--- config.mk ---
export PLATFORM = sky130hd
export DESIGN_NAME = aes_session_ctrl
export DESIGN_NICKNAME = d
export VERILOG_FILES = /design/src/rtl/aes_session_ctrl.sv
export SDC_FILE = /design/constraint.sdc
export NUM_CORES = 1
export LEC_CHECK = 0
export BUFFER_PORTS_ARGS = -buffer_cell sky130_fd_sc_hd__buf_4
export CORE_AREA = 3 3 353 355
export DETAILED_ROUTE_END_ITERATION = 8
export DIE_AREA = 0 0 356 358
export RECOVER_POWER = 100
export SETUP_SLACK_MARGIN = 0.05
export SYNTH_ARGS = -nofsm -noshare
export SYNTH_HDL_FRONTEND = slang
export SYNTH_SLANG_ARGS = --single-unit
--- constraint.sdc ---
create_clock -name sclk -period 3.3 [get_ports sclk]
set_input_delay 0.66 -clock sclk [delete_from_list [all_inputs] [get_ports sclk]]
set_output_delay 0.66 -clock sclk [all_outputs]
set_load 0.005 [all_outputs]
--- src/rtl/aes_session_ctrl.sv ---
// aes_session_ctrl: SPI-frame driven session controller sequencing multi-block messages through an AES core.
// Optional CBC chaining is built when AES_CBC_EN is defined; otherwise the engine runs ECB.
module aes_session_ctrl #(
  parameter int KEY_W      = 256,
  parameter int BLK_W      = 128,
  parameter int MAX_BLOCKS = 16,
  parameter int CNT_W      = $clog2(MAX_BLOCKS)
)(
  input  logic               sclk,
  input  logic               rst_n,
  input  logic [KEY_W+3:0]   rx_frame,
  input  logic               rx_done,
  output logic               core_start,
  output logic [3:0]         core_nk,
  output logic [KEY_W-1:0]   core_key,
  output logic [BLK_W-1:0]   core_din,
  input  logic               core_done,
  input  logic [BLK_W-1:0]   core_dout,
  output logic [BLK_W-1:0]   tx_word,
  output logic               tx_load,
  output logic [7:0]         status
);
  typedef enum logic [1:0] {IDLE, READY, BUSY, DRAIN} state_e;
  localparam logic [CNT_W:0] ONE = 1;
  state_e state_q, state_d;
  logic [3:0] nk_q, nk_d;
  logic [KEY_W-1:0] key_q, key_d;
  logic [BLK_W-1:0] din_q, din_d, tx_q, tx_d, mask;
  logic start_q, start_d, load_q, load_d, kv_q, kv_d, last_q, last_d;
  logic [1:0] size_q, size_d;
  logic [2:0] err_q, err_d;
  logic [CNT_W-1:0] cnt_q, cnt_d;
  logic [CNT_W:0] len_q, len_d, cnt_nx;
  logic [1:0] op, sz;
  logic [KEY_W-1:0] pld;
  logic [BLK_W-1:0] blk;
  logic busy, abort, key_ok, len_ok, data_ok, done_ok, wrap;
  assign op      = rx_frame[1:0];
  assign sz      = rx_frame[3:2];
  assign pld     = rx_frame[KEY_W+3:4];
  assign blk     = pld[BLK_W-1:0];
  assign busy    = state_q == BUSY || state_q == DRAIN;
  assign abort   = rx_done && op == 2'b11;
  assign key_ok  = rx_done && !busy && op == 2'b00 && sz != 2'b11;
  assign len_ok  = rx_done && state_q == READY && op == 2'b01;
  assign data_ok = rx_done && state_q == READY && op == 2'b10;
  assign done_ok = core_done && state_q == BUSY && !abort;
  assign cnt_nx  = {1'b0, cnt_q} + ONE;
  assign wrap    = cnt_nx == len_q;
`ifdef AES_CBC_EN
  logic [BLK_W-1:0] chain_q, chain_d;
  assign chain_d = (abort || key_ok) ? '0 : len_ok ? blk : done_ok ? core_dout : chain_q;
  always_ff @(posedge sclk or negedge rst_n)
    if (!rst_n) chain_q <= '0;
    else        chain_q <= chain_d;
  assign mask = chain_q;
`else
  assign mask = '0;
`endif
  always_comb begin
    state_d = state_q;
    nk_d    = nk_q;
    key_d   = key_q;
    din_d   = din_q;
    tx_d    = tx_q;
    kv_d    = kv_q;
    size_d  = size_q;
    err_d   = err_q;
    last_d  = last_q;
    cnt_d   = cnt_q;
    len_d   = len_q;
    start_d = data_ok;
    load_d  = done_ok;
    if (abort) begin
      err_d   = '0;
      last_d  = 1'b0;
      cnt_d   = '0;
      // an ABORT coinciding with core_done has nothing left to drain
      state_d = (state_q == BUSY && !core_done) ? DRAIN : kv_q ? READY : IDLE;
    end else begin
      if (rx_done && busy) err_d[1] = 1'b1;
      if (rx_done && state_q == IDLE && op == 2'b10) err_d[2] = 1'b1;
      if (rx_done && !busy && op == 2'b00 && sz == 2'b11) err_d[0] = 1'b1;
      if (key_ok) begin
        nk_d    = sz == 2'b00 ? 4'd4 : sz == 2'b01 ? 4'd6 : 4'd8;
        key_d   = pld;
        kv_d    = 1'b1;
        size_d  = sz;
        cnt_d   = '0;
        state_d = READY;
      end
      if (len_ok) begin
        len_d = {1'b0, pld[KEY_W-1 -: CNT_W]} + ONE;
        cnt_d = '0;
      end
      if (data_ok) begin
        din_d   = blk ^ mask;
        state_d = BUSY;
      end
      if (done_ok) begin
        tx_d    = core_dout;
        last_d  = wrap;
        cnt_d   = wrap ? '0 : cnt_nx[CNT_W-1:0];
        state_d = READY;
      end
      if (core_done && state_q == DRAIN) state_d = READY;
    end
  end
  always_ff @(posedge sclk or negedge rst_n)
    if (!rst_n) begin
      state_q <= IDLE;
      nk_q    <= '0;
      key_q   <= '0;
      din_q   <= '0;
      tx_q    <= '0;
      kv_q    <= 1'b0;
      size_q  <= '0;
      err_q   <= '0;
      last_q  <= 1'b0;
      cnt_q   <= '0;
      len_q   <= ONE;
      start_q <= 1'b0;
      load_q  <= 1'b0;
    end else begin
      state_q <= state_d;
      nk_q    <= nk_d;
      key_q   <= key_d;
      din_q   <= din_d;
      tx_q    <= tx_d;
      kv_q    <= kv_d;
      size_q  <= size_d;
      err_q   <= err_d;
      last_q  <= last_d;
      cnt_q   <= cnt_d;
      len_q   <= len_d;
      start_q <= start_d;
      load_q  <= load_d;
    end
  assign core_start = start_q;
  assign core_nk    = nk_q;
  assign core_key   = key_q;
  assign core_din   = din_q;
  assign tx_word    = tx_q;
  assign tx_load    = load_q;
  assign status     = {kv_q, busy, size_q, err_q, last_q};
endmodule
Word-level counts from Yosys, hierarchy flattened
Index checks and enable logic that the tools add are counted.
- output and inout bits: 526
- input port bits: 392
- register bits after elaboration: 536
- logic and storage cells: 80
- $add $sub $neg: 2
- reductions and logical operators: 32
- muxes and demuxes: 20
- eq/ne operators: 10
- bitwise logic cells: 1
- operators with widths (cell ; number):
    4-bit 2-to-1 mux ; 7
    1-bit logical AND ; 15
    2-bit 2-to-1 mux ; 6
    4-bit by 1-bit adder with 5-bit output, second input constant ; 2
    2-bit equality test, second input constant ; 5
    2-bit AND reduction ; 4
    2-bit nonzero test ; 4
    2-bit by 1-bit equality test with 1-bit output, second input constant ; 3
    2-bit logical NOT ; 3
    1-bit 2-to-1 mux ; 6
    5-bit equality test ; 1
    5-bit nonzero test ; 1
    4-bit nonzero test ; 1
    1-bit logical NOT ; 3
    3-bit 2-to-1 mux ; 1
    2-bit != test, second input constant ; 1
    1-bit logical OR ; 1
    1-bit NOT ; 1

Longest topological paths before layout
- depth in word-level cells: 11
- depth in mapped cells: 8
- depth with buffers taken out: 6

Least setup slack after synthesis
No wires, ideal clock.
- kind: input to register
- start point: input port rx_done
- end point: register tx_q[100], in the netlist tx_word[100]
- slack: 1312 ps
- library setup time: 125 ps
- data arrival time: 1863 ps
- required time: 3175 ps
- cell stages on the path: 7
- path buffers: 4
- cell sequence: buf_2 and3_1 buf_4 nor2_4 buf_6 buf_6 mux2_4
- word-level cells in the longest chain between the ends: 4
- elaborated cells between the ends (all ways): 5
- classes of those cells: bitwise: 1; reduce/logical: 4
- ends and longest elaborated chain (item ; line ; source):
    from (decl) ; 12 ; input logic rx_done,
    1-bit logical AND * ; 43 ; assign abort = rx_done && op == 2'b11;
    1-bit logical NOT ; 47 ; assign done_ok = core_done && state_q == BUSY && !abort;
    1-bit logical AND ; 47 ;
    2-bit AND reduction (no line) * ; - ;
    to (signal assigned) ; 129 ; tx_q <= tx_d;
    to (decl) ; 28 ; logic [BLK_W-1:0] din_q, din_d, tx_q, tx_d, mask;
Mark *: on every way between the ends. The rest lies on a longest branch, timed or not.
A chain may end at the register's enable or synchronous reset.

Worst setup path after layout
- start point: register state_q[1]
- end point: register key_q[77], in the netlist core_key[77]
- word-level cells in the longest chain between the ends: 7
- elaborated cells between the ends (all ways): 8
- classes of those cells: eq/ne: 2; reduce/logical: 6
- ends and longest elaborated chain (item ; line ; source):
    from (decl) ; 25 ; state_e state_q, state_d;
    from (signal assigned) ; 125 ; state_q <= state_d;
    2-bit equality test ; 42 ; assign busy = state_q == BUSY || state_q == DRAIN;
    1-bit logical OR * ; 42 ;
    1-bit logical NOT * ; 44 ; assign key_ok = rx_done && !busy && op == 2'b00 && sz != 2'b11;
    1-bit logical AND * (3 in a row) ; 44 ;
    2-bit AND reduction (no line) * ; - ;
    to (signal assigned) ; 127 ; key_q <= key_d;
    to (decl) ; 27 ; logic [KEY_W-1:0] key_q, key_d;
Marked as above.

==> results_dict.tcl <==
set metrics [dict create \
    status "finished with violations" \
    violations "max-capacitance violations, max-slew violations" \
    path_cells "nor2_1, and3_4, clkbuf_2, buf_12, nand2_1, nand2_1" \
    vias 17300 \
    fin_worst_skew_ns 0.0212 \
    die_w_microns 356 \
    clk_pin_slew_ns 0.06 \
    period_needed_ns 2.70 \
    vias_per_cell 3.74 \
    grt_pass1_vias 17900 \
    cts_tree "done" \
    gr-max-usage-layer "met2" \
    hold_buffers 1 \
    hold_violations 0 \
    worst-path-buf-inv 2 \
    p_per_area_nw_per_um2 788 \
    synthFlopType "dfrtp_1" \
    drive_gt1_frac 0.279 \
    ant_nets 0 \
    r2r_start "state_q[1]$_DFFE_PN0P_" \
    reg2regPathDepth 6 \
    path_class "flop to flop" \
    die_y_microns 358 \
    worstSetupStartpointType "flop" \
    synthArstFlopShare 1.00 \
    synth_seq_cells 535 \
    synth_warnings 0 \
    gp_congestion 0.839 \
    design.core.area_sq_um 122000 \
    htree_levels 3 \
    hpwl_microns 62700 \
    netlist_area_sq_um 20700 \
    synth_edf_count 0 \
    rows 128 \
    nets 3340 \
    synth_nets 2402 \
    yosysSeqAreaShare 0.648 \
    crit_cells 6 \
    cts-root-buf "clkbuf_16" \
    drv_slew 65 \
    layout_commonest_cell "nand2_1" \
    grtUsageMet3 0.0406 \
    nFillCells 13400 \
    yosysTopAreaCell "dfrtp_1" \
    wl_per_cell_microns 17.6 \
    cts_resized 0 \
    synth_cell_types 41 \
    crit_family "buffers and inverters" \
    grt_max_degree 130 \
    crit_end "core_key[77]$_DFFE_PN0P_" \
    fin_crit_sh 0.819 \
    cpMaxStageDelayCell "clkbuf_2" \
    grt_usage 0.123 \
    synth_area_per_cell_sq_um 10.3 \
    antenna_found_initial 3 \
    dr.pass1.iters 5 \
    netlist_instances 2008 \
    arrival_ns 3.25 \
    overflow 0 \
    dpl_cell_area_sq_um 29600 \
    finalWirelength_microns 81200 \
    cp-startpoint "state_q[1]$_DFFE_PN0P_" \
    numClockSinks 535 \
    grt_pass1_wl_microns 118000 \
    setup_tns_ns 0 \
    setup_viol_count_final 0 \
    synthTopCellsByArea "dfrtp_1, nand2_1, mux2_4, mux2_2, buf_2" \
    leakagePower_nw 15.6 \
    design_area_sq_um 30400 \
    clock_latency_ns 0.62 \
    drv_cap 2 \
    r2r-end "core_key[77]$_DFFE_PN0P_" \
    drt_iter0_markers 997 \
    dieArea_sq_um 127000 \
    final_cell_mix "nand2_1, dfrtp_1, buf_4" \
    worstPathMaxFanout 33 \
    grtUsageMet1 0.142 \
    hold_path.startpoint "rx_frame[234]" \
    num_io_pins 918 \
    ff2ff_setup_slack_ns 0.60 \
    relSlewSlack -0.372 \
    hold_path_class "input pin to flop" \
    use_met2 0.215 \
    setup.worst_path.end_class "flop" \
    numCtsBuffers 67 \
    io_buffers 916 \
    cpPeakStageDelay_ns 0.82 \
    cts_setup_buffers 0 \
    ir_worst_vdd_v 0.000476 \
    rsz0062_at_grt "false" \
    clock.fmax_mhz 370 \
    cp.required_ns 3.84 \
    drc 0 \
    multi_input_area_sq_um 6300 \
    cp_common_cell "nand2_1" \
    clockBufferDepth 3 \
    min_path_cells 3 \
    seqCellArea_sq_um 13400 \
    synth_top_area_frac 0.647 \
    syn_to_final_growth_pct 47.1 \
    start_util 0.170 \
    worst_pin_slew_ns 2.06 \
]
==> through the flow <==
step            util  cells  hold slack [ns]  setup WS, ns  power, mW
2_1_floorplan      -   2008            0.364          1.31       12.6
3_3_place_gp   0.244   4501            0.460         0.713       18.0
3_5_place_dp   0.244   4501            0.463         0.688       18.1
4_1_cts        0.263   4622            0.139         0.928       26.0
5_1_grt        0.250   4623            0.155         0.397       25.4
6_report       0.250   4623            0.229         0.597       23.9
==> synthesized netlist by cell type, types with 2 or more instances <==
| cell | instances |
|---|---|
| dfrtp_1 | 534 |
| nand4_1 | 2 |
| o21ai_0 | 5 |
| and3_1 | 2 |
| nor2_1 | 7 |
| nor2b_1 | 2 |
| mux2_4 | 99 |
| mux2_2 | 31 |
| nand2_1 | 1170 |
| buf_4 | 5 |
| a31oi_1 | 2 |
| nand3_1 | 4 |
| xnor2_1 | 7 |
| a22o_1 | 2 |
| clkbuf_1 | 45 |
| xor2_1 | 2 |
| ha_1 | 2 |
| buf_6 | 12 |
| a21oi_1 | 6 |
| buf_2 | 47 |
| nor3_1 | 2 |
==> metal layers <==
layer  share of wire  routed length (microns)  vias to the layer above
met5         0.00016                       13                        -
met4           0.032                     2580                        2
met3           0.078                     6330                      125
met2            0.50                    41000                      613
met1            0.39                    31300                     8465
li1                -                        -                     8087
==> cells by family after synthesis <==
group | count (synthesis) | share of synthesized area
xor gates and xnor gates | 9 | 0.00381
AOI/OAI and AO/OA | 19 | 0.00666
DFF | 535 | 0.648
and+or+nand+nor | 1201 | 0.223
buffers and inverters | 111 | 0.0283
other | 1 | 0.000181
adders and majority gates | 2 | 0.00121
muxes | 130 | 0.0888
==> how the worst min path moves through the flow <==
stage | slack [ns] | endpoint
6_report | 0.23 | core_key[230]$_DFFE_PN0P_
5_1_grt | 0.15 | core_key[159]$_DFFE_PN0P_
4_1_cts | 0.14 | core_key[157]$_DFFE_PN0P_
3_5_place_dp | 0.46 | core_key[27]$_DFFE_PN0P_
3_3_place_gp | 0.46 | core_key[98]$_DFFE_PN0P_
2_1_floorplan | 0.36 | cnt_q[0]$_DFFE_PN0P_
==> flip-flops by register name (all words and copies together) (netlist names), 3 cells and up <==
name,count
core_key,256
core_din,128
tx_word,128
len_q,5
cnt_q,4
core_nk,3
err_q,3
==> worst reg2reg max path, cell delays in order, from the launching register on <==
cell,delay [ns]
dfrtp_1,0.48
nor2_1,0.25
and3_4,0.51
clkbuf_2,0.83
buf_12,0.38
nand2_1,0.11
nand2_1,0.07
==> cell type report <==
cell class | count | area share
Sequential cell | 535 | 0.441
Clock buffer | 93 | 0.0641
Inverter | 2 | 0.000247
Antenna cell | 1 | 0.0000823
Timing Repair Buffer | 978 | 0.209
Clock inverter | 27 | 0.0119
Tap cell | 1625 | 0.0669
Multi-Input combinational cell | 1362 | 0.207
==> power breakdown <==
part	switching (mW)	internal (mW)	total, mW
sequential	1.32	8.81	10.1
clock	2.99	4.69	7.68
combinational	3.16	2.97	6.14
total	7.47	16.5	23.9
No activity file was read; power rests on OpenSTA's default activity.
